==> src/rtl/axi_pkg.sv <==
// rtl/axi_pkg.sv - shared AXI write-channel widths, codes and FSM state type
// Purpose : common definitions for the AXI write slave port.
// Contents: channel field widths, burst/size/response codes, write FSM states.
package axi_pkg;

   localparam int AXI_ID_W    = 8;
   localparam int AXI_ADDR_W  = 32;
   localparam int AXI_DATA_W  = 32;
   localparam int AXI_STRB_W  = 4;
   localparam int AXI_LEN_W   = 4;
   localparam int AXI_SIZE_W  = 3;
   localparam int AXI_BURST_W = 2;
   localparam int AXI_RESP_W  = 2;

   localparam logic [AXI_BURST_W-1:0] BURST_INCR  = 2'b01;
   localparam logic [AXI_SIZE_W-1:0]  SIZE_4BYTE  = 3'b010;
   localparam logic [AXI_RESP_W-1:0]  RESP_OKAY   = 2'b00;
   localparam logic [AXI_RESP_W-1:0]  RESP_SLVERR = 2'b10;

   typedef enum logic [1:0] {
      ST_IDLE = 2'd0,
      ST_DATA = 2'd1,
      ST_RESP = 2'd2
   } wr_state_e;

endpackage

==> src/rtl/slave_write_port.sv <==
// rtl/slave_write_port.sv - single-outstanding AXI write slave driving a word memory port
// Purpose : accepts one INCR write burst at a time, forwards each beat to a
//           simple memory write port with zero latency, then returns a B response.
// Ports   : ACLK/ARESETn      clock, async active-low reset
//           AW* / W* / B*     AXI write address, data and response channels
//           mem_cs/mem_we     memory strobe and byte write enables
//           mem_addr/mem_din  memory word address and write data
module slave_write_port
   import axi_pkg::*;
#(
   parameter logic [31:0] ADDR_LO = 32'h0000_0000,
   parameter logic [31:0] ADDR_HI = 32'h0000_FFFF
) (
   input  logic                   ACLK,
   input  logic                   ARESETn,
   input  logic [AXI_ID_W-1:0]    AWID,
   input  logic [AXI_ADDR_W-1:0]  AWADDR,
   input  logic [AXI_LEN_W-1:0]   AWLEN,
   input  logic [AXI_SIZE_W-1:0]  AWSIZE,
   input  logic [AXI_BURST_W-1:0] AWBURST,
   input  logic                   AWVALID,
   output logic                   AWREADY,
   input  logic [AXI_DATA_W-1:0]  WDATA,
   input  logic [AXI_STRB_W-1:0]  WSTRB,
   input  logic                   WLAST,
   input  logic                   WVALID,
   output logic                   WREADY,
   output logic [AXI_ID_W-1:0]    BID,
   output logic [AXI_RESP_W-1:0]  BRESP,
   output logic                   BVALID,
   input  logic                   BREADY,
   output logic                   mem_cs,
   output logic [AXI_STRB_W-1:0]  mem_we,
   output logic [29:0]            mem_addr,
   output logic [AXI_DATA_W-1:0]  mem_din
);

   wr_state_e             state_q, state_d;
   logic [AXI_ID_W-1:0]   id_q, id_d;
   logic [29:0]           waddr_q, waddr_d;   // word part of the burst start address
   logic [AXI_LEN_W-1:0]  len_q, len_d;
   logic [AXI_LEN_W-1:0]  cnt_q, cnt_d;
   logic                  err_q, err_d;       // address/attribute error, writes suppressed
   logic                  perr_q, perr_d;     // WLAST placement error

   logic [32:0]           aw_last_addr;
   logic                  aw_err;
   logic                  last_cnt;

   // The burst is linear, so checking the first and last beat addresses covers
   // every beat. Signed compares on zero-extended values keep the check valid
   // for any parameter values, including ADDR_LO == 0.
   always_comb begin
      aw_last_addr = {1'b0, AWADDR} + {27'b0, AWLEN, 2'b00};
      aw_err = (AWBURST != BURST_INCR)
            || (AWSIZE != SIZE_4BYTE)
            || (AWADDR[1:0] != 2'b00)
            || ($signed({1'b0, AWADDR}) < $signed({1'b0, ADDR_LO}))
            || ($signed({1'b0, aw_last_addr}) > $signed({2'b00, ADDR_HI}));
   end

   always_comb begin
      state_d  = state_q;
      id_d     = id_q;
      waddr_d  = waddr_q;
      len_d    = len_q;
      cnt_d    = cnt_q;
      err_d    = err_q;
      perr_d   = perr_q;
      last_cnt = (cnt_q == len_q);
      AWREADY  = 1'b0;
      WREADY   = 1'b0;
      BVALID   = 1'b0;
      BID      = '0;
      BRESP    = RESP_OKAY;
      mem_cs   = 1'b0;
      mem_we   = '0;
      mem_addr = '0;
      mem_din  = '0;

      case (state_q)
         ST_IDLE: begin
            // Gated so the port reads as not-ready while reset is held.
            AWREADY = ARESETn;
            if (AWVALID && ARESETn) begin
               id_d    = AWID;
               waddr_d = AWADDR[31:2];
               len_d   = AWLEN;
               err_d   = aw_err;
               cnt_d   = '0;
               perr_d  = 1'b0;
               state_d = ST_DATA;
            end
         end

         ST_DATA: begin
            WREADY = 1'b1;
            if (WVALID) begin
               if (!err_q) begin
                  mem_cs   = 1'b1;
                  mem_we   = WSTRB;
                  mem_addr = waddr_q + {26'b0, cnt_q};
                  mem_din  = WDATA;
               end
               // WLAST must coincide exactly with the final counted beat.
               if (WLAST != last_cnt) begin
                  perr_d = 1'b1;
               end
               cnt_d = cnt_q + 4'd1;
               if (WLAST || last_cnt) begin
                  state_d = ST_RESP;
               end
            end
         end

         ST_RESP: begin
            BVALID = 1'b1;
            BID    = id_q;
            BRESP  = (err_q || perr_q) ? RESP_SLVERR : RESP_OKAY;
            if (BREADY) begin
               state_d = ST_IDLE;
            end
         end

         default: begin
            state_d = ST_IDLE;
         end
      endcase
   end

   always_ff @(posedge ACLK or negedge ARESETn) begin
      if (!ARESETn) begin
         state_q <= ST_IDLE;
         id_q    <= '0;
         waddr_q <= '0;
         len_q   <= '0;
         cnt_q   <= '0;
         err_q   <= 1'b0;
         perr_q  <= 1'b0;
      end else begin
         state_q <= state_d;
         id_q    <= id_d;
         waddr_q <= waddr_d;
         len_q   <= len_d;
         cnt_q   <= cnt_d;
         err_q   <= err_d;
         perr_q  <= perr_d;
      end
   end

endmodule

==> config.mk <==
export PLATFORM = sky130hd
export DESIGN_NAME = slave_write_port
export DESIGN_NICKNAME = d
export VERILOG_FILES = /design/src/rtl/axi_pkg.sv /design/src/rtl/slave_write_port.sv
export SDC_FILE = /design/constraint.sdc
export NUM_CORES = 1
export LEC_CHECK = 0
export CAP_MARGIN = 5
export CORE_MARGIN = 2
export CORE_UTILIZATION = 30
export DETAILED_ROUTE_END_ITERATION = 7
export SLEW_MARGIN = 25
export SYNTH_ARGS = -nofsm -noshare
export SYNTH_HDL_FRONTEND = slang
export SYNTH_SLANG_ARGS = --single-unit
==> constraint.sdc <==
create_clock -name ACLK -period 4.74 [get_ports ACLK]
set_input_delay 1.185 -clock ACLK [delete_from_list [all_inputs] [get_ports ACLK]]
set_output_delay 1.185 -clock ACLK [all_outputs]
set_load 0.02 [all_outputs]
# After elaboration in Yosys (flattened, before gate mapping)
# Cells that the tools add are included.
[op_classes]
n_lt_le_gt_ge = 1
n_eq_ne = 11
addsub = 3
mux = 30
reduce_logical = 13
[op_table]
columns = ["operator", "count"]
rows = [
  ["$mux 32", 3],
  ["$mux 30", 3],
  ["$add 32x6->33", 1],
  ["$gt 33x16->1 const B", 1],
  ["$add 30x4->30", 1],
  ["$mux 4", 5],
  ["$mux 2", 6],
  ["$ne 2x2->1 const B", 5],
  ["$mux 1", 9],
  ["$mux 8", 1],
  ["$pmux 4 s2", 1],
  ["$reduce_and 4->1", 2],
  ["$pmux 2 s3", 1],
  ["$logic_or 1x1->1", 5],
  ["$add 4x1->4 const B", 1],
  ["$eq 4x4->1", 1],
  ["$reduce_bool 2->1", 2],
  ["$ne 3x2->1 const B", 1],
  ["$reduce_and 3->1", 1],
  ["$eq 2x1->1 const B", 1],
  ["$eq 2x2->1 const B", 1],
  ["$logic_not 2->1", 1],
  ["$ne 2x1->1 const B", 1],
  ["$pmux 1 s2", 1],
  ["3 further kinds", 3],
]
[word_totals]
regBits = 50
output_inout_bits = 80
inputBits = 91
word_cells = 65

# Longest topological paths before layout
[depth]
depth_word = 5
ltp_mapped = 8
ltp_nobuf = 8

# Least setup slack after synthesis
# Ideal clock, no wire load.
[synth_timing]
kind = "input port to output port"
startpoint = "input port WVALID"
endpoint = "output port mem_addr[10]"
n_path_buf = 2
stages = 6
path_slack_ps = 1188
required_time_ps = 3555
arrival_ps = 2367
cell_sequence = "nor2b_1 and2_1 nand2b_1 clkbuf_1 buf_1 nor2_1"
[synth_via]
elab_chain_len = 2
[synth_lines]
columns = ["item", "line", "rtl"]
rows = [
  ["from (decl)", "slave_write_port.sv:26", "input logic WVALID,"],
  ["$mux 30", "slave_write_port.sv:98", "if (WVALID) begin"],
  ["$mux 30", "slave_write_port.sv:81", "case (state_q)"],
  ["to (decl)", "slave_write_port.sv:34", "output logic [29:0] mem_addr,"],
]
# Every way passes these cells.

# Worst setup path after layout
[layout_timing]
startpoint = "input port WVALID"
endpoint = "output port mem_we[3]"
[layout_via]
elab_chain_len = 2
[layout_lines]
columns = ["item", "line", "rtl"]
rows = [
  ["$mux 4", "slave_write_port.sv:98", ""],
  ["$mux 4", "slave_write_port.sv:81", ""],
  ["to (decl)", "slave_write_port.sv:33", "output logic [AXI_STRB_W-1:0] mem_we,"],
]
# Every way passes these cells.

==> flow_summary.json <==
{
  "endpoint_kind": "output port",
  "grt_max_degree": 53,
  "synth.top_cells.by_area": "sky130_fd_sc_hd__dfrtp_1, sky130_fd_sc_hd__mux2_2, sky130_fd_sc_hd__and2_1, sky130_fd_sc_hd__xnor2_1, sky130_fd_sc_hd__nor2_1",
  "numClockSinks": 50,
  "effective_utilization_at_floorplan_pct": 31.1,
  "critPathMaxFanout": 39,
  "async_flop_share_pct": 100,
  "clk_buf_depth": 2,
  "cts-root-buf": "sky130_fd_sc_hd__clkbuf_16",
  "synth_common_cells": "sky130_fd_sc_hd__dfrtp_1, sky130_fd_sc_hd__and2_1, sky130_fd_sc_hd__mux2_2",
  "hold_path_startpoint": "id_q[3]",
  "rsz0062_at_grt": "no",
  "globalRoute.totalOverflow": 0,
  "synth_top_area_share_pct": 35.0,
  "place_congestion": 0.817,
  "critical_path_arrival_ns": 3.36,
  "p_per_area_mw_per_mm2": 360,
  "vias": 3456,
  "synth-edff-count": 0,
  "finalWorstPathRequiredPeriod_ns": 4.55,
  "post_synth_and_or_nand_nor_area_fraction_pct": 28.4,
  "post-route-cell-area_mm2": 0.00557,
  "post-synth-top-area-cell": "sky130_fd_sc_hd__dfrtp_1",
  "cts_tree": "done",
  "drive_gt1_share_pct": 11.7,
  "finalCritPeriodShare_pct": 96.0,
  "clk-insertion-delay-late_ns": 0.29,
  "ios": 171,
  "syn_to_final_growth_pct": 55.7,
  "synth.yosys.warnings": 0,
  "ir_worst_vdd_mv": 0.196,
  "ys_seq_elements": 50,
  "run_status": "finished with violations",
  "achievable-frequency_mhz": 220,
  "die-width_um": 113,
  "utilization_pct": 48.4,
  "setup.worst_path.start_class": "input port",
  "tns_ns": 0,
  "placement.io_buffers": 169,
  "drt.antenna.violating_nets": 0,
  "num_rows": 39,
  "first_global_vias": 3573,
  "cts_buffers": 5,
  "final_hold_viol_count": 0,
  "worst-setup-path-type": "in -> out",
  "crit_path_launch": "WVALID",
  "dp_hpwl_um": 9580,
  "power.leakage_nw": 2.10,
  "synth_fp_nets": 484,
  "seq_area_frac_synth_pct": 35.0,
  "synth_xor_area_share_pct": 8.08,
  "whs_ns": 0.497,
  "routed_wire_length_per_instance_um": 17.3,
  "remaining_drc_errors": 20,
  "synth_mux_area_share_pct": 14.1,
  "worst-endpoint-required_ns": 3.56,
  "grt_antenna_before_repair": 0,
  "final-max-slew-violation-count": 0,
  "synth_ff_type": "sky130_fd_sc_hd__dfrtp_1",
  "grt_first_pass_wirelength_um": 18700,
  "core_box_area_mm2": 0.0115,
  "synth_top_family_by_area": "simple AND/OR/NAND/NOR gates",
  "failed_checks": "DRC",
  "htree_num_levels": 2,
  "final.fill_count": 1114,
  "netlist_instances": 381,
  "hp-class": "reg -> reg",
  "timing.max_cap.violations": 0,
  "routed_wl_um": 11900,
  "syn-cell-area_mm2": 0.00358,
  "num-nets-final": 650,
  "post_synth_num_cell_types": 49,
  "detail_route.first_pass.iterations": 6,
  "number_of_diodes": 0,
  "cts_clk_pin_slew_worst_paths_ns": 0.07,
  "fin_skew_ns": 0.00943,
  "slew-limit-headroom_pct": 50.5,
  "area_enclosed_by_the_die_boundary_mm2": 0.0128,
  "vias_per_cell": 5.00,
  "critical_path.reg2reg.startpoint": "state_q[0]",
  "synth_area_per_cell_um2": 9.39,
  "grt_use_total_pct": 18.3,
  "worst_margin_slew_ns": 0.741,
  "synth_fa_ha_area_share_pct": 4.62,
  "synth-compound-area-share_pct": 6.68,
  "report.final.setup_viol": 0,
  "placedInstanceArea_mm2": 0.00542,
  "yosysMostFrequentCell": "sky130_fd_sc_hd__dfrtp_1",
  "die_height_um": 113,
  "number_of_design_rule_violations_left_by_the_first_detailed_router_iteration": 117
}
-- placed cells by master (no fill, tap or decap), types with 7 or more instances in the layout --
| cell type | instances |
|---|---|
| sky130_fd_sc_hd__dfrtp_1 | 50 |
| sky130_fd_sc_hd__inv_1 | 10 |
| sky130_fd_sc_hd__nand3_1 | 12 |
| sky130_fd_sc_hd__nor3b_1 | 9 |
| sky130_fd_sc_hd__clkdlybuf4s50_1 | 168 |
| sky130_fd_sc_hd__nor3_1 | 9 |
| sky130_fd_sc_hd__nor2_1 | 39 |
| sky130_fd_sc_hd__and2_1 | 48 |
| sky130_fd_sc_hd__mux2_2 | 42 |
| sky130_fd_sc_hd__xnor2_1 | 21 |
| sky130_fd_sc_hd__a21oi_1 | 8 |
| sky130_fd_sc_hd__nand4_1 | 12 |
| sky130_fd_sc_hd__xor2_1 | 12 |
| sky130_fd_sc_hd__nand2_1 | 15 |
| sky130_fd_sc_hd__ha_1 | 10 |
| sky130_fd_sc_hd__or3_1 | 7 |
-- critical path, cell delays in order --
cell,delay (ns)
sky130_fd_sc_hd__clkdlybuf4s50_1,0.50
sky130_fd_sc_hd__nor2b_1,0.22
sky130_fd_sc_hd__and2_1,0.24
sky130_fd_sc_hd__nand2b_1,0.12
sky130_fd_sc_hd__clkinv_2,0.27
sky130_fd_sc_hd__and2_1,0.18
sky130_fd_sc_hd__clkdlybuf4s50_1,0.64
-- registers in the layout, indices dropped and copies added (netlist names) --
register	flops
perr_q	1
id_q	8
cnt_q	4
len_q	4
err_q	1
state_q	2
waddr_q	30
-- layer usage --
layer	global-route usage, %	wire [µm]
met5	0	0
met4	2.20	68
met3	3.86	890
met2	33.7	6010
met1	22.6	4950
-- final timing paths --
check | endpoint | cells after the start | slack, ns
min in group asynchronous | waddr_q[1] | 2 | 1.08
worst max-delay path | mem_we[3] | 7 | 0.19
max in group asynchronous | id_q[0] | 2 | 3.20
worst max register to register | waddr_q[27] | 3 | 3.00
worst min-delay path | id_q[3] | 1 | 0.50
worst min register to register | id_q[3] | 1 | 0.50
-- report_power, final --
group	internal [mW]	switching (mW)	total (mW)
combinational	0.462	0.340	0.802
sequential	0.633	0.213	0.845
clock	0.196	0.162	0.358
-- layout make-up --
cell class / instances / area (µm²) / share of cell area (%)
Sequential cell: 50 / 1250 / 22.5
Multi-Input combinational cell: 304 / 2220 / 39.8
Inverter: 11 / 42.5 / 0.764
Clock inverter: 3 / 21.3 / 0.382
Clock buffer: 5 / 125 / 2.25
Timing Repair Buffer: 175 / 1730 / 31.1
Tap cell: 143 / 179 / 3.21
-- kinds of logic after synthesis --
kind of cell	count (synthesis)
fa+ha+maj	12
compound gates	34
xor+xnor	33
buf+inv	27
other cells	1
flops	50
mux	45
simple gates	179
-- timing repair --
action                     in CTS  in global routing
gates resized for setup         0                  1
setup endpoints to repair       0                 37
hold buffers                    0                  0
buffers inserted                0                  0
-- metrics by stage --
step / setup WS (ns) / instances / power (mW)
detailed placement: 0.107 / 683 / 1.66
finish: 0.191 / 691 / 2.01
CTS: 0.0937 / 691 / 2.03
global placement: 0.172 / 683 / 1.64
floorplan: 1.19 / 381 / 1.34
global route: 0.0304 / 691 / 2.15
Power figures use the tool's default switching activity.
